===== config.mk =====
export PLATFORM = sky130hd
export DESIGN_NAME = timer_tick_gen
export DESIGN_NICKNAME = d
export VERILOG_FILES = /design/src/rtl/timer_tick_gen_pkg.sv /design/src/rtl/timer_ref_clk_sync.sv /design/src/rtl/timer_tick_gen.sv
export SDC_FILE = /design/constraint.sdc
export NUM_CORES = 1
export LEC_CHECK = 0
export CORE_UTILIZATION = 51
export CTS_CLUSTER_DIAMETER = 200
export DETAILED_ROUTE_END_ITERATION = 8
export PLACE_DENSITY = 0.94
export REMOVE_ABC_BUFFERS = 1
export SYNTH_ARGS = -nofsm -noshare
export SYNTH_HDL_FRONTEND = slang
export SYNTH_HIERARCHICAL = 1
export SYNTH_SLANG_ARGS = --single-unit

===== constraint.sdc =====
create_clock -name clk_i -period 3.9 [get_ports clk_i]
set_input_delay 0.78 -clock clk_i [delete_from_list [all_inputs] [get_ports clk_i]]
set_output_delay 0.78 -clock clk_i [all_outputs]
set_load 0.01 [all_outputs]

===== src/rtl/timer_tick_gen_pkg.sv =====
// Shared timer unit definitions: tick generator FSM states, prescaler width
// and the bit positions of the timer configuration register fields.
package timer_tick_gen_pkg;

   localparam int unsigned PRESC_W_DEFAULT     = 8;
   localparam int unsigned SYNC_STAGES_DEFAULT = 2;

   localparam int unsigned CFG_ENABLE_BIT      = 0;
   localparam int unsigned CFG_RESET_BIT       = 1;
   localparam int unsigned CFG_IRQ_EN_BIT      = 2;
   localparam int unsigned CFG_IEM_BIT         = 3;
   localparam int unsigned CFG_MODE_BIT        = 4;
   localparam int unsigned CFG_ONE_SHOT_BIT    = 5;
   localparam int unsigned CFG_PRESC_EN_BIT    = 6;
   localparam int unsigned CFG_REF_CLK_EN_BIT  = 7;
   localparam int unsigned CFG_PRESC_LSB       = 8;
   localparam int unsigned CFG_PRESC_MSB       = CFG_PRESC_LSB + PRESC_W_DEFAULT - 1;

   typedef enum logic [1:0] {
      IDLE = 2'd0,
      ARM  = 2'd1,
      RUN  = 2'd2
   } tick_state_e;

endpackage


===== src/rtl/timer_ref_clk_sync.sv =====
// Multi-flop synchronizer bringing the asynchronous reference clock into the
// system clock domain. Depth must be between 2 and 4.
module timer_ref_clk_sync #(
   parameter int unsigned SYNC_STAGES = 2
) (
   input  logic clk_i,
   input  logic rst_ni,
   input  logic async_i,
   output logic sync_o
);

   logic [SYNC_STAGES-1:0] sync_q;

   // Shift the raw reference level through the synchronizer chain.
   always_ff @(posedge clk_i or negedge rst_ni) begin
      if (!rst_ni) begin
         sync_q <= '0;
      end else begin
         sync_q <= {sync_q[SYNC_STAGES-2:0], async_i};
      end
   end

   assign sync_o = sync_q[SYNC_STAGES-1];

endmodule


===== src/rtl/timer_tick_gen.sv =====
// Timer tick generator: produces single-cycle increment strobes for the timer
// counter from either every system clock cycle or synchronized reference
// clock rising edges, optionally divided by a prescaler.
module timer_tick_gen
   import timer_tick_gen_pkg::*;
#(
   parameter int unsigned SYNC_STAGES = SYNC_STAGES_DEFAULT,
   parameter int unsigned PRESC_W     = PRESC_W_DEFAULT
) (
   input  logic               clk_i,
   input  logic               rst_ni,
   input  logic               ref_clk_i,
   input  logic               cfg_enable_i,
   input  logic               cfg_ref_clk_en_i,
   input  logic               cfg_presc_en_i,
   input  logic [PRESC_W-1:0] cfg_presc_val_i,
   input  logic               cnt_reset_i,
   output logic               tick_o,
   output logic [PRESC_W-1:0] presc_cnt_o
);

   tick_state_e        state_q;
   tick_state_e        state_d;
   logic               ref_sync;
   logic               ref_prev_q;
   logic               ref_mode_q;
   logic               mode_toggle;
   logic               src_event;
   logic               presc_hit;
   logic               tick_d;
   logic               tick_q;
   logic [PRESC_W-1:0] presc_d;
   logic [PRESC_W-1:0] presc_q;

   timer_ref_clk_sync #(
      .SYNC_STAGES (SYNC_STAGES)
   ) u_ref_sync (
      .clk_i   (clk_i),
      .rst_ni  (rst_ni),
      .async_i (ref_clk_i),
      .sync_o  (ref_sync)
   );

   assign mode_toggle = cfg_ref_clk_en_i != ref_mode_q;

   // FSM state register.
   always_ff @(posedge clk_i or negedge rst_ni) begin
      if (!rst_ni) begin
         state_q <= IDLE;
      end else begin
         state_q <= state_d;
      end
   end

   // Next state: arm for one cycle on enable or source switch, drop to idle on disable.
   always_comb begin
      state_d = state_q;
      unique case (state_q)
         IDLE:    if (cfg_enable_i) state_d = ARM;
         ARM:     state_d = RUN;
         RUN:     if (mode_toggle) state_d = ARM;
         default: state_d = IDLE;
      endcase
      if (!cfg_enable_i) begin
         state_d = IDLE;
      end
   end

   // Source events only while running with a stable source, then prescaler and tick decision.
   always_comb begin
      src_event = 1'b0;
      presc_hit = presc_q >= cfg_presc_val_i;
      presc_d   = presc_q;
      if ((state_q == RUN) && cfg_enable_i && !mode_toggle) begin
         src_event = cfg_ref_clk_en_i ? (ref_sync & ~ref_prev_q) : 1'b1;
      end
      if (!cfg_enable_i || (state_q == IDLE) || cnt_reset_i) begin
         presc_d = '0;
      end else if (src_event && cfg_presc_en_i) begin
         presc_d = presc_hit ? '0 : presc_q + PRESC_W'(1);
      end
      tick_d = src_event && !cnt_reset_i && (!cfg_presc_en_i || presc_hit);
   end

   // Register the tick strobe, prescaler count, edge-detector history and source-select history.
   always_ff @(posedge clk_i or negedge rst_ni) begin
      if (!rst_ni) begin
         tick_q     <= 1'b0;
         presc_q    <= '0;
         ref_prev_q <= 1'b0;
         ref_mode_q <= 1'b0;
      end else begin
         tick_q     <= tick_d;
         presc_q    <= presc_d;
         ref_prev_q <= ref_sync;
         ref_mode_q <= cfg_ref_clk_en_i;
      end
   end

   assign tick_o      = tick_q;
   assign presc_cnt_o = presc_q;

endmodule


**Word-level counts from Yosys, hierarchy flattened**

Index checks and enable logic that the tools add are counted.
Widths: inputs -> output; s select.

- Register bits: 15
- Output and inout port bits: 9
- Word-level logic and storage cells: 36

- Add/sub/neg operators: 1
- Magnitude comparators: 1
- Equal/unequal tests: 4
- Muxes and demuxes: 8
- Bitwise gates (word level): 2
- Reduce and logical (&&, ||, !) cells: 14

Operators with widths:

| kind | count |
|---|---|
| $mux 8 | 3 |
| $add 8x1->8 const B | 1 |
| $ge 8x8->1 | 1 |
| $pmux 2 s3 | 1 |
| $logic_and 1x1->1 | 5 |
| $logic_not 1->1 | 4 |
| $mux 2 | 2 |
| $logic_or 1x1->1 | 3 |
| $ne 3x3->1 const B | 1 |
| $eq 2x1->1 const B | 1 |
| $eq 2x2->1 const B | 1 |
| $logic_not 2->1 | 1 |
| $mux 1 | 2 |
| $reduce_bool 2->1 | 1 |
| $and 1x1->1 | 1 |
| $ne 1x1->1 | 1 |
| $not 1->1 | 1 |

**Depth between registers and ports, before layout**

- Depth in word-level cells: 7
- Gate-level depth with buffers: 7
- Mapped depth without buffers: 7

**Hierarchy**

Netlist, hierarchy kept.

By module, submodules not included:

| module | times used | cells an instance | area each (µm²) |
|---|---|---|---|
| timer_tick_gen | 1 | 84 | 893.4 |
| timer_ref_clk_sync | 1 | 2 | 50.0 |

**Worst setup path after synthesis**

No wires, ideal clock.

- Path type: input port to flip-flop
- Start point: in cfg_presc_val_i[2]
- End point: reg presc_q[0], in the netlist presc_cnt_o[0]
- Setup time: 65 ps
- Arrival time: 2246 ps
- Setup slack: 1590 ps
- Stages on the path: 7
- Cell sequence: inv_1 -> ha_1 -> a211o_1 -> a31oi_2 -> o311ai_4 -> nor3_4 -> mux2_4

- Cells in the longest elaborated chain, start to end: 4

Ends and longest elaborated chain:

| element | line | source |
|---|---|---|
| from (decl) | timer_tick_gen.sv:16 | `input logic [PRESC_W-1:0] cfg_presc_val_i,` |
| $ge 8x8->1 | timer_tick_gen.sv:72 | `presc_hit = presc_q >= cfg_presc_val_i;` |
| $mux 8 | timer_tick_gen.sv:80 | `presc_d = presc_hit ? '0 : presc_q + PRESC_W'(1);` |
| $mux 8 | timer_tick_gen.sv:79 | `end else if (src_event && cfg_presc_en_i) begin` |
| $mux 8 | timer_tick_gen.sv:77 | `if (!cfg_enable_i \|\| (state_q == IDLE) \|\| cnt_reset_i) begin` |
| to (signal assigned) | timer_tick_gen.sv:94 | `presc_q <= presc_d;` |
| to (decl) | timer_tick_gen.sv:33 | `logic [PRESC_W-1:0] presc_q;` |

Every way passes these cells. The select of a mux whose other input is x is not followed.
A chain may end at the register's enable or synchronous reset.

**Final worst setup path**

- Start point: in cfg_presc_val_i[2]
- End point: reg presc_q[3], in the netlist presc_cnt_o[3]

Same word-level chain as after synthesis.

==> impl_metrics.toml <==
[finish]
stdcell_count = 138
finalNetCount = 138
diodes = 0
postLayoutCellArea_um2 = 1230
syn2layout_area_growth_pct = 30.9
fillers = 133
drive_gt1_share_pct = 13.3

[placed_design]
port_buffers = 23
post-dp-hpwl_mm = 1.38
place_area_um2 = 1200
place_congestion = 0.770
dp_cells = 134
pre_cts_ws_ns = 0.942

[clock_network]
cts_tree = "yes"
cts_hold_buf = 0
cts_resized = 0
cts.clk_slew.worst_paths_ns = 0.09
cts_buffers = 3
clkSinkCount = 15
clock_path_buffers = 2
h-tree-depth = 1
clk_latency_ns = 0.29
post_cts_buffers = 0
ctsRootBufferMaster = "clkbuf_4"

[drt]
drtIter0Drc = 25
num_vias = 753
viasPerCell = 5.46
ant_nets = 0
routed_wirelength_mm = 1.74
remaining_drc_errors = 0
drt_first_pass_iters = 2
wl_per_cell_um = 12.6

[timing]
setup_viol = 0
fmax_ghz = 0.375
hold_viol = 0
drv_slew = 0
fin_ws_ns = 1.23
fin_worst_skew_ns = 0.00714
fin_tns_setup_ns = 0
hold_slack_ns = 0.358
post-route-period-util_pct = 68.4
worst_slew_pin_slew_ns = 0.613
rsz0062_at_grt = "false"
slew_headroom_pct = 59.0
period_needed_ns = 2.67

[die]
die_h_um = 45.0
start_util_pct = 54.6
num_rows = 15
die_x_um = 45.0
core_area_um2 = 1730
die_area_um2 = 2030
pin_count = 24

[power_and_ir_drop]
leakagePower_uw = 0.000578
ir_worst_vdd_mv = 0.222
power_frac_comb_pct = 15.5
power_density_nw_per_um2 = 241
seq_power_share_pct = 54.9
p_switching_uw = 75.1
power.share.clock_pct = 29.7
intPower_uw = 223
p_sw_share_pct = 25.2

[outcome]
outcome = "completed"

[yosys]
syn_area_um2 = 943
synth_cells = 86
yosys_warnings = 6
synth-main-ff-cell = "dfrtp_1"
ys_seq_area_share_pct = 39.8
synth.distinct_cells = 28
syn_area_per_cell_um2 = 11.0
synth_edf_count = 0
ys_ff_latch = 15
ys_async_sr_fraction_pct = 100

[global_routing]
use_met2_pct = 30.7
top_usage_layer = "met2"
gr-usage-met3_pct = 6.40
grt_max_degree = 16
overflow = 0
grt_usage_pct = 20.5
first_global_vias = 713
use_met1_pct = 30.0
grt_pass1_wl_mm = 3.00
antenna_found_initial = 0

[worst_setup_path]
crit_end = "presc_cnt_o[3]"
rr_startpoint = "presc_cnt_o[2]"
start_kind = "input pin"
worst_ep_arrival_time_ns = 2.89
reg2reg_slack_ns = 1.74
critPathCaptureType = "flop"
rr_worst_depth = 6
required_ns = 4.13
r2r_end = "presc_cnt_o[3]"
worstSetupStartpoint = "cfg_presc_val_i[2]"
path_class = "in -> reg"
cp_max_fo = 8

[min_path]
min_path_type = "reg -> reg"

[job]
drv_cap = 0
cell families after synthesis:
family	Yosys count	share of synthesized area, %
buffers and inverters	13	5.17
muxes	1	1.59
xor gates and xnor gates	1	0.929
and+or+nand+nor	29	18.3
DFF	15	39.8
adders and majority gates	9	11.9
AOI/OAI and AO/OA	18	22.3
cell usage after synthesis, drive strengths merged (5+ instances only):
library cell  number  area, um2
nor2               5       18.8
inv               13       48.8
dfrtp             15        375
ha                 9        113
nand2              7       26.3
nor3               7       46.3
a221o              6       60.1
layout make-up:
class / count / area [um2] / area share (%)
sequential: 15 / 375 / 30.4
inverter: 13 / 48.8 / 3.95
timing repair buffer: 23 / 230 / 18.6
clock inverter: 1 / 7.51 / 0.608
clock buffer: 3 / 22.5 / 1.82
tap: 25 / 31.3 / 2.53
multi-input combinational: 58 / 519 / 42.0
state kept, by name, summed over array words and instances (netlist names):
name,cells
presc_cnt_o,8
tick_o,1
ref_prev_q,1
ref_mode_q,1
u_ref_sync/sync_q,2
state_q,2
power by group through the flow:
stage / clock (uW) / sequential, uW / combinational, uW
after floorplan: 0 / 167 / 22.4
after global placement: 0 / 167 / 44.5
after detailed placement: 0 / 167 / 46.7
after CTS: 91.8 / 164 / 46.8
after global routing: 98.2 / 164 / 51.2
final: 88.4 / 164 / 46.1
stage by stage:
step / total power (uW) / utilization [%]
after CTS: 302 / 71.5
after global routing: 314 / 71.5
after global placement: 211 / 69.8
final: 298 / 71.5
after detailed placement: 213 / 69.8
after floorplan: 189 / -
critical path, cell delays in order:
cell and delay [ns]:
clkdlybuf4s50_1 0.46, inv_1 0.04, ha_1 0.31, a211o_1 0.31, a31oi_2 0.21, o311ai_4 0.18, nor3_4 0.38, a221o_1 0.22
how the worst min path moves through the flow:
| stage | from | to | depth (start not counted) | slack [ns] |
|---|---|---|---|---|
| CTS | u_ref_sync/sync_q[0] | u_ref_sync/sync_q[1] | 0 | 0.36 |
| detailed placement | u_ref_sync/sync_q[0] | u_ref_sync/sync_q[1] | 0 | 0.34 |
| global route | u_ref_sync/sync_q[0] | u_ref_sync/sync_q[1] | 0 | 0.36 |
| global placement | u_ref_sync/sync_q[0] | u_ref_sync/sync_q[1] | 0 | 0.33 |
| floorplan | u_ref_sync/sync_q[0] | u_ref_sync/sync_q[1] | 0 | 0.33 |
| finish | u_ref_sync/sync_q[0] | u_ref_sync/sync_q[1] | 0 | 0.36 |
cell usage in the layout, fill, tap and decap left out, drive strengths merged, types with 2 or more instances in the layout:
master	synthesis	layout
a211o	2	2
a221o	6	6
a31oi	2	2
clkbuf	0	3
clkdlybuf4s50	0	23
dfrtp	15	15
ha	9	9
inv	13	13
nand2	7	7
nand3	2	2
nor2	5	5
nor3	7	7
nor4b	2	2
o211ai	2	2
o21ai	2	2
or2	2	2
routing by layer:
layer  vias up  part of all wire [%]
li1        373                     -
met1       362                    47
met2        15                    48
met3         3                   4.8
met4         0                  0.35
met5         -                     0
Note: power is estimated with default switching activity, not from simulation.
